<file path="config.mk">
export PLATFORM = sky130hd
export DESIGN_NAME = instr_packer
export DESIGN_NICKNAME = d
export VERILOG_FILES = /design/src/rtl/instr_packer.sv
export SDC_FILE = /design/constraint.sdc
export NUM_CORES = 1
export LEC_CHECK = 0
export ABC_AREA = 0
export BUFFER_PORTS_ARGS = -buffer_cell sky130_fd_sc_hd__clkbuf_2
export CAP_MARGIN = 10
export CELL_PAD_IN_SITES_DETAIL_PLACEMENT = 1
export CELL_PAD_IN_SITES_GLOBAL_PLACEMENT = 1
export CORE_ASPECT_RATIO = 1.25
export CORE_UTILIZATION = 40
export DETAILED_ROUTE_END_ITERATION = 8
export PLACE_DENSITY = 0.75
export SLEW_MARGIN = 10
export SYNTH_ARGS = -nofsm -noshare
export SYNTH_HDL_FRONTEND = slang
export SYNTH_SLANG_ARGS = --single-unit
</file>
<file path="constraint.sdc">
create_clock -name clk -period 10.5 [get_ports clk]
set_input_delay 2.1 -clock clk [delete_from_list [all_inputs] [get_ports clk]]
set_output_delay 2.1 -clock clk [all_outputs]
set_load 0.01 [all_outputs]
</file>
<file path="src/rtl/instr_packer.sv">
// instr_packer: encodes instruction field sets into 32-bit words and streams them,
// tagged with sequential program-memory addresses, through a small output FIFO.
module instr_packer #(
    parameter int AW    = 10,
    parameter int DEPTH = 4
) (
    input  logic          clk,
    input  logic          rst,
    input  logic          start,
    input  logic [AW-1:0] base_addr,
    input  logic          in_valid,
    output logic          in_ready,
    input  logic          in_last,
    input  logic [1:0]    fmt,
    input  logic [5:0]    opcode,
    input  logic [5:0]    func,
    input  logic [4:0]    src_reg1,
    input  logic [4:0]    src_reg2,
    input  logic [4:0]    dest_reg,
    input  logic [4:0]    shamt,
    input  logic [31:0]   imm,
    input  logic [31:0]   imm2,
    output logic          mem_valid,
    input  logic          mem_ready,
    output logic [AW-1:0] mem_addr,
    output logic [31:0]   mem_wdata,
    output logic          done,
    output logic          err,
    output logic [7:0]    err_count
);
    // state | meaning
    // IDLE  | waiting for start
    // RUN   | accepting field sets
    // DRAIN | final set accepted, emptying the FIFO
    // DONE  | one-cycle end-of-session pulse
    typedef enum logic [1:0] {IDLE, RUN, DRAIN, DONE} state_t;

    localparam int PW = $clog2(DEPTH);
    localparam int EW = AW + 32;
    localparam logic [PW:0]   PTR_ONE  = 1;
    localparam logic [AW-1:0] ADDR_ONE = 1;

    state_t          state, state_nxt;
    logic [AW-1:0]   addr;
    logic [31:0]     word;
    logic            illegal;
    logic            accept, push, pop;
    logic            empty, full;
    logic [PW:0]     wr_ptr, rd_ptr;
    logic [EW-1:0]   fifo_mem [DEPTH];
    logic [EW-1:0]   head;

    always_comb begin
        word    = 32'd0;
        illegal = 1'b0;
        unique case (fmt)
            2'b00: word = {opcode, src_reg1, src_reg2, dest_reg, shamt, func};
            2'b01: begin
                word    = {opcode, src_reg1, src_reg2, imm[15:0]};
                illegal = (imm[31:16] != {16{imm[15]}});
            end
            2'b10: begin
                word    = {opcode, imm2[25:0]};
                illegal = (imm2[31:26] != {6{imm2[25]}});
            end
            2'b11: illegal = 1'b1;
        endcase
    end

    // Pointers carry one extra wrap bit so full and empty are distinguishable.
    assign empty     = (wr_ptr == rd_ptr);
    assign full      = (wr_ptr[PW] != rd_ptr[PW]) && (wr_ptr[PW-1:0] == rd_ptr[PW-1:0]);
    assign in_ready  = (state == RUN) && !full;
    assign accept    = in_valid && in_ready;
    assign push      = accept && !illegal;
    assign mem_valid = !empty;
    assign pop       = mem_valid && mem_ready;
    assign head      = fifo_mem[rd_ptr[PW-1:0]];
    assign mem_addr  = mem_valid ? head[EW-1:32] : '0;
    assign mem_wdata = mem_valid ? head[31:0] : 32'd0;
    assign done      = (state == DONE);

    always_ff @(posedge clk) begin
        if (rst) state <= IDLE;
        else     state <= state_nxt;
    end

    always_comb begin
        state_nxt = state;
        unique case (state)
            IDLE:  if (start) state_nxt = RUN;
            RUN:   if (accept && in_last) state_nxt = DRAIN;
            DRAIN: if (empty) state_nxt = DONE;
            DONE:  state_nxt = IDLE;
        endcase
    end

    always_ff @(posedge clk) begin
        if (rst) begin
            addr      <= '0;
            wr_ptr    <= '0;
            rd_ptr    <= '0;
            err       <= 1'b0;
            err_count <= 8'd0;
        end else begin
            if (state == IDLE && start) begin
                addr      <= base_addr;
                err       <= 1'b0;
                err_count <= 8'd0;
            end else begin
                if (push) addr <= addr + ADDR_ONE;
                if (accept && illegal) begin
                    err <= 1'b1;
                    if (err_count != 8'hFF) err_count <= err_count + 8'd1;
                end
            end
            if (push) wr_ptr <= wr_ptr + PTR_ONE;
            if (pop)  rd_ptr <= rd_ptr + PTR_ONE;
        end
    end

    always_ff @(posedge clk) begin
        if (push) fifo_mem[wr_ptr[PW-1:0]] <= {addr, word};
    end
endmodule

</file>
After elaboration in Yosys (flattened, before gate mapping)
Memories as Yosys holds them, arrays and structs flattened. A register that Yosys moved wholly into a read port is not among the register bits. Cells that the tools add are included.

Bits in registers: 27. RAM bits: 168. Input port bits: 114. Output and inout bits: 54. Logic and storage cells: 57. Memories kept: 1.

Add/sub/neg operators: 4. Eq/ne operators: 15. Multiplexer cells: 14. Reduce and logical (&&, ||, !) cells: 17.

Memory list: fifo_mem (words 4, width 42, read ports 1, clocked after memory_dff 1, wr ports 1, RTL line 50) `logic [EW-1:0] fifo_mem [DEPTH];`.

Operator list (number): case mux 32 bit (3 select lines) (1); 2-to-1 mux 32 bit (1); 2-to-1 mux 10 bit (3); inequality test 16 bit (1); adder 10 x 1 -> 10 bit (second input constant) (1); 2-to-1 mux 2 bit (5); adder 8 x 1 -> 8 bit (second input constant) (1); equality test 2 bit (second input constant) (4); logical AND 1 bit (8); inequality test 8 bit (second input constant) (1); case mux 2 bit (4 select lines) (1); adder 3 x 1 -> 3 bit (second input constant) (2); inequality test 6 bit (1); equality test 2 x 1 -> 1 bit (second input constant) (2); zero test 2 bit (2); inequality test 2 bit (second input constant) (2); equality test 3 bit (1); zero test 1 bit (3); case mux 1 bit (3 select lines) (1); AND reduction 3 bit (1); equality test 2 bit (1); 2-to-1 mux 1 bit (2); inequality test 2 x 1 -> 1 bit (second input constant) (1); AND reduction 2 bit (1); 3 further kinds (3).

Depth between registers and ports, before layout
Gate-level depths: netlist (run 1).

Word-level depth: 8. Mapped depth: 9.

Worst setup path after synthesis (run 1)
Ideal clock, no wire load.

Path type: input -> register. Start point: input port imm[26]. End point: memory fifo_mem[3][0] (netlist name) (enable). Setup time: 404 ps. Data arrival time: 4464 ps. Setup slack: 5631 ps. Stages: 6. Path through: or4_4 > nor4_4 > o22ai_4 > a21oi_2 > buf_4 > and2_1.

Word-level cells in the longest chain between the ends: 6.

Ends and longest elaborated chain: from (decl) (RTL line 21) `input logic [31:0] imm,`; inequality test 16 bit (RTL line 60) `illegal = (imm[31:16] != {16{imm[15]}});`; case mux 1 bit (3 select lines) (RTL line 56) `unique case (fmt)`; zero test 1 bit (RTL line 75) `assign push = accept && !illegal;`; logical AND 1 bit (RTL line 75); 2-to-1 mux 1 bit (RTL line 123) `if (push) fifo_mem[wr_ptr[PW-1:0]] <= {addr, word};`; 2-to-1 mux 1 bit (not written as such) (RTL line 123); to (decl) (RTL line 50).

No other way between the ends.

Worst setup path in the final report (run 1)
Start point: input port fmt[0]. End point: memory fifo_mem[0][13] (netlist name) (enable).

Word-level cells in the longest chain between the ends: 6. Elaborated cells between the ends (all ways): 8.

Ends and longest elaborated chain: from (decl) (RTL line 14) `input logic [1:0] fmt,`; equality test 2 bit or equality test 2 x 1 -> 1 bit (tied branches) (RTL line 56); case mux 1 bit (3 select lines) * (RTL line 56); zero test 1 bit * (RTL line 75); logical AND 1 bit * (RTL line 75); 2-to-1 mux 1 bit * (RTL line 123); 2-to-1 mux 1 bit (not written as such) * (RTL line 123).

Every way passes the cells marked *; elsewhere a longest branch is shown, timed or not.

==> impl_metrics.json, run 1 <==
{
  "outcome": "finished clean",
  "track_usage_pct": 18.9,
  "min-delay-start": "err$_SDFFE_PP0P_",
  "clock_skew_ns": 0.00905,
  "p_leak_nw": 3.77,
  "worst_skew_pair.late_latency_ns": 0.43,
  "crit_fanout": 42,
  "dp_hpwl_mm": 13.7,
  "cts_buffers": 17,
  "period_needed_ns": 4.99,
  "min_path_cells": 2,
  "synth-seq-cells": 197,
  "grt_max_degree": 46,
  "r2r-end": "fifo_mem[0][13]$_DFFE_PP_",
  "post_drt_via_cell_ratio": 5.30,
  "vias": 5379,
  "worst_r2r_startpoint": "state[1]$_SDFFE_PP0P_",
  "synth-edff-count": 168,
  "yosysSeqAreaShare_pct": 65.1,
  "final_common_cell": "edfxtp_1",
  "synthesis.area_um2": 8640,
  "wire_per_inst_um": 19.9,
  "cts_setup_buffers": 0,
  "die_x_um": 133,
  "die-area_um2": 22200,
  "p_per_area_nw_per_um2": 175,
  "start_util_pct": 41.2,
  "internal-power_w": 0.00137,
  "ant_nets": 0,
  "holdPathEnd": "err$_SDFFE_PP0P_",
  "path_common_cell": "o21ai_1",
  "synthArstFlopShare_pct": 0,
  "cp.required_ns": 10.54,
  "setup_viol_count_final": 0,
  "grt_overflow": 0,
  "max_cap_viol_count": 0,
  "cts.clk_slew.worst_paths_ns": 0.07,
  "synth.avg_cell_area_um2": 15.2,
  "comb_power_share_pct": 13.1,
  "grt_pass1_wl_mm": 31.4,
  "crit_type": "in -> reg",
  "rsz0062_at_grt": "false",
  "crit_path_start_kind": "input pin",
  "crit_arrival_ns": 5.03,
  "pin_count": 168,
  "fin_nets": 856,
  "drive_above_1_share_pct": 35.4,
  "first_iter_violations": 235,
  "total_power_w": 0.00181,
  "pwr-share-seq_pct": 51.4,
  "core_um2": 21000,
  "clock_sinks": 197,
  "swShare_pct": 24.6,
  "tns_ns": 0,
  "crit_chain": "clkbuf_2 > buf_4 > or4_1 > o21ai_1 > o21ai_1 > a21oi_2 > and2_2",
  "hold_buffers": 0,
  "rows": 59,
  "area_delta_synth_final_pct": 19.5,
  "worst_path_largest_cell_delay_ns": 1.03,
  "ctsHtreeMaxLevel": 4,
  "place_congestion": 0.777,
  "stdcell_area_um2": 10300,
  "r2r_cells": 7,
  "finalCritPeriodShare_pct": 47.6,
  "synth_ff_type": "edfxtp_1",
  "min_path_type": "reg -> reg",
  "cpMaxStageDelayCell": "and2_2",
  "diodes": 0,
  "clockBufferDepth": 2,
  "syn-instance-count": 569,
  "final-max-slew-violation-count": 0,
  "max-slew-margin-rel_pct": 23.4,
  "wirelength_mm": 20.2,
  "worstMarginPinSlew_ns": 1.15,
  "ys_warn_count": 0,
  "final_cell_mix": "edfxtp_1, clkbuf_2, and2_1",
  "placed_area_um2": 9750,
  "antenna_found_initial": 0,
  "grt_pass1_vias": 5844,
  "hold-worst-slack_ns": 0.485,
  "r2r_setup_slack_ns": 7.06,
  "clock.fmax_ghz": 0.200,
  "p_sw_w": 0.000445,
  "p_clk_share_pct": 35.5,
  "cts_tree": "yes",
  "drtPass1Iterations": 4,
  "max-vdd-ir-drop_mv": 0.124,
  "drc": 0,
  "cts-root-buf": "clkbuf_16",
  "critPathCaptureType": "flop",
  "synth_fp_nets": 695,
  "cts_resized": 0,
  "utilization_pct": 49.3,
  "die_h_um": 166,
  "synth_cell_types": 45,
  "port_buffers": 167,
  "hold_viol_final": 0
}
-- metal layers --
metal	vias up	part of all wire [%]	GRT usage, %
met2	177	53	33.7
met1	2689	40	22.7
met3	12	5.9	5.13
li1	2501	-	-
met4	0	0.75	4.30
met5	-	0	0
-- Yosys cell counts (all sizes together), types with 2 or more instances --
library cell,number,area (um^2)
nand4,4,25.0
mux2i,20,200
nor2,23,86.3
and2,54,338
a2111oi,4,55.1
a31oi,6,37.5
xnor2,8,70.1
nand3,11,55.1
ha,12,150
nor3,2,10.0
o31ai,3,22.5
and3,4,25.0
mux4,42,946
clkbuf,22,82.6
a41o,3,30.0
edfxtp,168,5040
nand3b,5,37.5
nand2,42,158
a21bo,2,20.0
nor4,2,42.5
and4,2,17.5
buf,7,30.0
xor2,3,26.3
dfxtp,29,581
or3,3,18.8
or4,7,60.1
nor2b,2,12.5
nand2b,2,12.5
inv,18,67.6
a311oi,2,17.5
a211oi,7,75.1
a21oi,10,57.6
o21ai,35,175
-- worst max-delay path, delay by kind of cell --
family | cells | cell delay (ns)
AOI/OAI and AO/OA | 3 | 1.01
and+or+nand+nor | 2 | 1.58
buffers and inverters | 2 | 0.31
-- power groups by stage --
stage | logic [W] | registers (W) | clock network, W
finish | 0.000238 | 0.000931 | 0.000643
global route | 0.000262 | 0.000937 | 0.000680
CTS | 0.000242 | 0.000932 | 0.000655
detailed placement | 0.000240 | 0.000948 | 0
global placement | 0.000228 | 0.000943 | 0
floorplan | 0.000162 | 0.000927 | 0
-- flip-flops by register name (all words and copies together) (netlist names), named ones only --
signal / count
fifo_mem: 168
addr: 10
err_count: 8
rd_ptr: 3
wr_ptr: 3
state: 2
err: 1
-- cell families after synthesis --
family	Yosys count	share of synthesized area (%)
compound gates	75	6.11
flops	197	65.1
simple gates	165	10.6
mux	62	13.3
fa+ha+maj	12	1.74
buf+inv	47	2.08
xor+xnor	11	1.11
-- worst max path at each step --
stage / start / endpoint / slack [ns] / cells past startpoint
after floorplan: imm[26] / fifo_mem[3][0]$_DFFE_PP_ / 5.63 / 6
after CTS: fmt[0] / fifo_mem[1][13]$_DFFE_PP_ / 5.50 / 7
after global routing: fmt[0] / fifo_mem[1][13]$_DFFE_PP_ / 5.32 / 7
after detailed placement: fmt[0] / wr_ptr[2]$_SDFFE_PP0P_ / 5.07 / 8
final: fmt[0] / fifo_mem[0][13]$_DFFE_PP_ / 5.51 / 7
after global placement: fmt[0] / fifo_mem[3][19]$_DFFE_PP_ / 5.20 / 7
-- stage by stage --
stage | worst slack (ns) | cells
final | 5.51 | 1015
after global placement | 5.20 | 985
after detailed placement | 5.07 | 985
after global routing | 5.32 | 1015
after CTS | 5.50 | 1015
after floorplan | 5.63 | 569
-- final cells by class --
type	count	area, um^2
clock buffers	17	425
clock inverters	13	155
fillers	2154	10600
inverters	18	67.6
multi-input cells	325	2840
flip-flops and latches	197	5630
well taps	274	343
repair buffers	171	866
No activity file was read; power rests on OpenSTA's default activity.
==> run 2, diff against run 1 <==
--- a/config.mk
+++ b/config.mk
@@ -5,7 +5,7 @@
 export SDC_FILE = /design/constraint.sdc
 export NUM_CORES = 1
 export LEC_CHECK = 0
-export ABC_AREA = 0
+export ABC_AREA = 1
 export BUFFER_PORTS_ARGS = -buffer_cell sky130_fd_sc_hd__clkbuf_2
 export CAP_MARGIN = 10
 export CELL_PAD_IN_SITES_DETAIL_PLACEMENT = 1
@@ -13,7 +13,7 @@
 export CORE_ASPECT_RATIO = 1.25
 export CORE_UTILIZATION = 40
 export DETAILED_ROUTE_END_ITERATION = 8
-export PLACE_DENSITY = 0.75
+export PLACE_DENSITY = 0.78
 export SLEW_MARGIN = 10
 export SYNTH_ARGS = -nofsm -noshare
 export SYNTH_HDL_FRONTEND = slang
==> constraint.sdc (replaced) <==
create_clock -name clk -period 5 [get_ports clk]
set_input_delay 1 -clock clk [delete_from_list [all_inputs] [get_ports clk]]
set_output_delay 1 -clock clk [all_outputs]
set_load 0.01 [all_outputs]
==> impl_metrics.json, run 2 <==
{
  "crit_fanout": 45,
  "crit_path_start_kind": "flop",
  "hold_buffers": 0,
  "port_buffers": 167,
  "cts_buffers": 17,
  "worstMarginPinSlew_ns": 1.16,
  "rows": 61,
  "setup_viol_count_final": 0,
  "die_h_um": 170,
  "diodes": 0,
  "synth_most_common_cell": "nor2_1",
  "hold_viol_final": 0,
  "synthXorXnorAreaFrac_pct": 1.35,
  "synthArstFlopShare_pct": 0,
  "synth-edff-count": 168,
  "p_per_area_nw_per_um2": 436,
  "min_path_cells": 2,
  "worst_path_largest_cell_delay_ns": 0.98,
  "crit_type": "reg -> out",
  "ys_warn_count": 0,
  "cts.clk_slew.worst_paths_ns": 0.07,
  "synth.avg_cell_area_um2": 9.97,
  "max-slew-margin-rel_pct": 22.2,
  "ant_nets": 0,
  "syn-instance-count": 910,
  "synth_compound_area_share_pct": 10.0,
  "yosysTopAreaCellShare_pct": 55.6,
  "synthTopCellsByCount": "nor2_1, edfxtp_1, nand2_1",
  "antenna_found_initial": 0,
  "die_x_um": 137,
  "yosysSeqAreaShare_pct": 62.0,
  "wirelength_mm": 23.9,
  "p_leak_nw": 4.56,
  "max_cap_viol_count": 0,
  "pin_count": 168,
  "final_cell_mix": "nor2_1, edfxtp_1, clkbuf_2",
  "synth_ff_type": "edfxtp_1",
  "clock_skew_ns": 0.0205,
  "area_delta_synth_final_pct": 19.0,
  "grt_overflow": 0,
  "outcome": "finished clean",
  "synth_area_leaders": "edfxtp_1, nor2_1, dfxtp_1, nand2_1, inv_1",
  "synth_top_family_by_area": "simple AND/OR/NAND/NOR gates",
  "cts_setup_buffers": 0,
  "core_um2": 22300,
  "cpMaxStageDelayCell": "nand3b_2",
  "clock.fmax_ghz": 0.274,
  "worst_skew_pair.late_latency_ns": 0.45,
  "dp_hpwl_mm": 16.4,
  "synth-seq-cells": 197,
  "total_power_w": 0.00471,
  "yosys.area.top_type": "edfxtp_1",
  "place_congestion": 0.778,
  "clock_sinks": 197,
  "grt_max_degree": 85,
  "final_common_cell": "nor2_1",
  "synthesis.area_um2": 9070,
  "post_drt_via_cell_ratio": 5.22,
  "grt_pass1_vias": 7534,
  "min_path_type": "reg -> reg",
  "final-max-slew-violation-count": 0,
  "max-vdd-ir-drop_mv": 0.267,
  "drive_above_1_share_pct": 21.6,
  "grt_pass1_wl_mm": 37.9,
  "synth_fp_nets": 1036,
  "crit_arrival_ns": 2.65,
  "cts-root-buf": "clkbuf_16",
  "largest_reg_flops": 168,
  "wire_per_inst_um": 17.6,
  "synth_fa_ha_area_share_pct": 1.65,
  "drtPass1Iterations": 5,
  "cts_tree": "yes",
  "track_usage_pct": 21.7,
  "fin_nets": 1188,
  "vias": 7087,
  "start_util_pct": 40.7,
  "ctsHtreeMaxLevel": 4,
  "r2r_cells": 7,
  "rsz0062_at_grt": "false",
  "tns_ns": 0,
  "crit_chain": "xor2_1 > nand3b_2 > nand2_1 > inv_1 > clkbuf_2",
  "first_iter_violations": 316,
  "clockBufferDepth": 2,
  "synth-simple-area-share_pct": 18.4,
  "finalCritPeriodShare_pct": 73.0,
  "drc": 0,
  "synth_cell_types": 37,
  "period_needed_ns": 3.65,
  "cts_resized": 0,
  "cp.required_ns": 4.00,
  "muxShareOfSynthArea_pct": 0.110,
  "critPathCaptureType": "output port",
  "die-area_um2": 23300
}
==> run 2: cell count changes after synthesis, moves of 16 or more <==
cell,change
mux4_2,-42
o211ai_1,+16
inv_1,+86
nand3_1,+29
nor2_1,+159
and2_1,-53
mux2i_1,-19
nand2_1,+99
o32ai_1,+42
o21ai_0,+31
==> run 2: where the power goes <==
group          switching [W]  total [W]  internal [W]
clock               0.000592    0.00143      0.000835
sequential          0.000112    0.00200       0.00188
combinational       0.000845    0.00129      0.000444
==> run 2: through the flow <==
step | cell area (um^2) | cells | utilization (%) | setup slack [ns] | hold WS (ns)
final | 10800 | 1358 | 48.5 | 1.35 | 0.482
after global routing | 10800 | 1358 | 48.5 | 1.21 | 0.507
after CTS | 10800 | 1358 | 48.5 | 1.32 | 0.480
after detailed placement | 10200 | 1326 | 45.7 | 1.56 | 0.468
after global placement | 10200 | 1326 | 45.7 | 1.61 | 0.462
after floorplan | 9070 | 910 | - | 0.942 | 0.446
==> run 2: worst max-delay path: cells and delay by family, from the launching register on <==
kind	cells	cell delay (ns)
buffers and inverters	2	0.23
AND/OR/NAND/NOR	2	1.45
XOR/XNOR	1	0.17
flip-flops	1	0.34
==> run 2: cells by family after synthesis <==
group                      after synthesis
AOI/OAI and AO/OA                      138
buffers and inverters                  152
muxes                                    1
DFF                                    197
xor gates and xnor gates                14
adders and majority gates               12
and+or+nand+nor                        396
==> run 2: final timing paths <==
path | startpoint | endpoint | slack, ns
max reg2reg | wr_ptr[1]$_SDFFE_PP0P_ | fifo_mem[2][13]$_DFFE_PP_ | 2.35
min | rd_ptr[2]$_SDFFE_PP0P_ | rd_ptr[2]$_SDFFE_PP0P_ | 0.48
min reg2reg | rd_ptr[2]$_SDFFE_PP0P_ | rd_ptr[2]$_SDFFE_PP0P_ | 0.48
max | wr_ptr[2]$_SDFFE_PP0P_ | mem_wdata[1] | 1.35
==> run 2: area by class of cell <==
class | count | area (um^2)
Clock inverter | 13 | 181
Tap cell | 283 | 354
Inverter | 108 | 405
Multi-Input combinational cell | 561 | 2890
Clock buffer | 19 | 433
Sequential cell | 197 | 5630
Fill cell | 2566 | 11500
Timing Repair Buffer | 177 | 911
==> run 2: metal layers <==
metal / up-vias / part of all wire (%) / GRT usage, %
met1: 3473 / 41 / 25.7
met2: 185 / 53 / 39.2
met5: - / 0 / 0
met4: 0 / 1.6 / 7.29
met3: 32 / 4.2 / 3.60
li1: 3397 / - / -
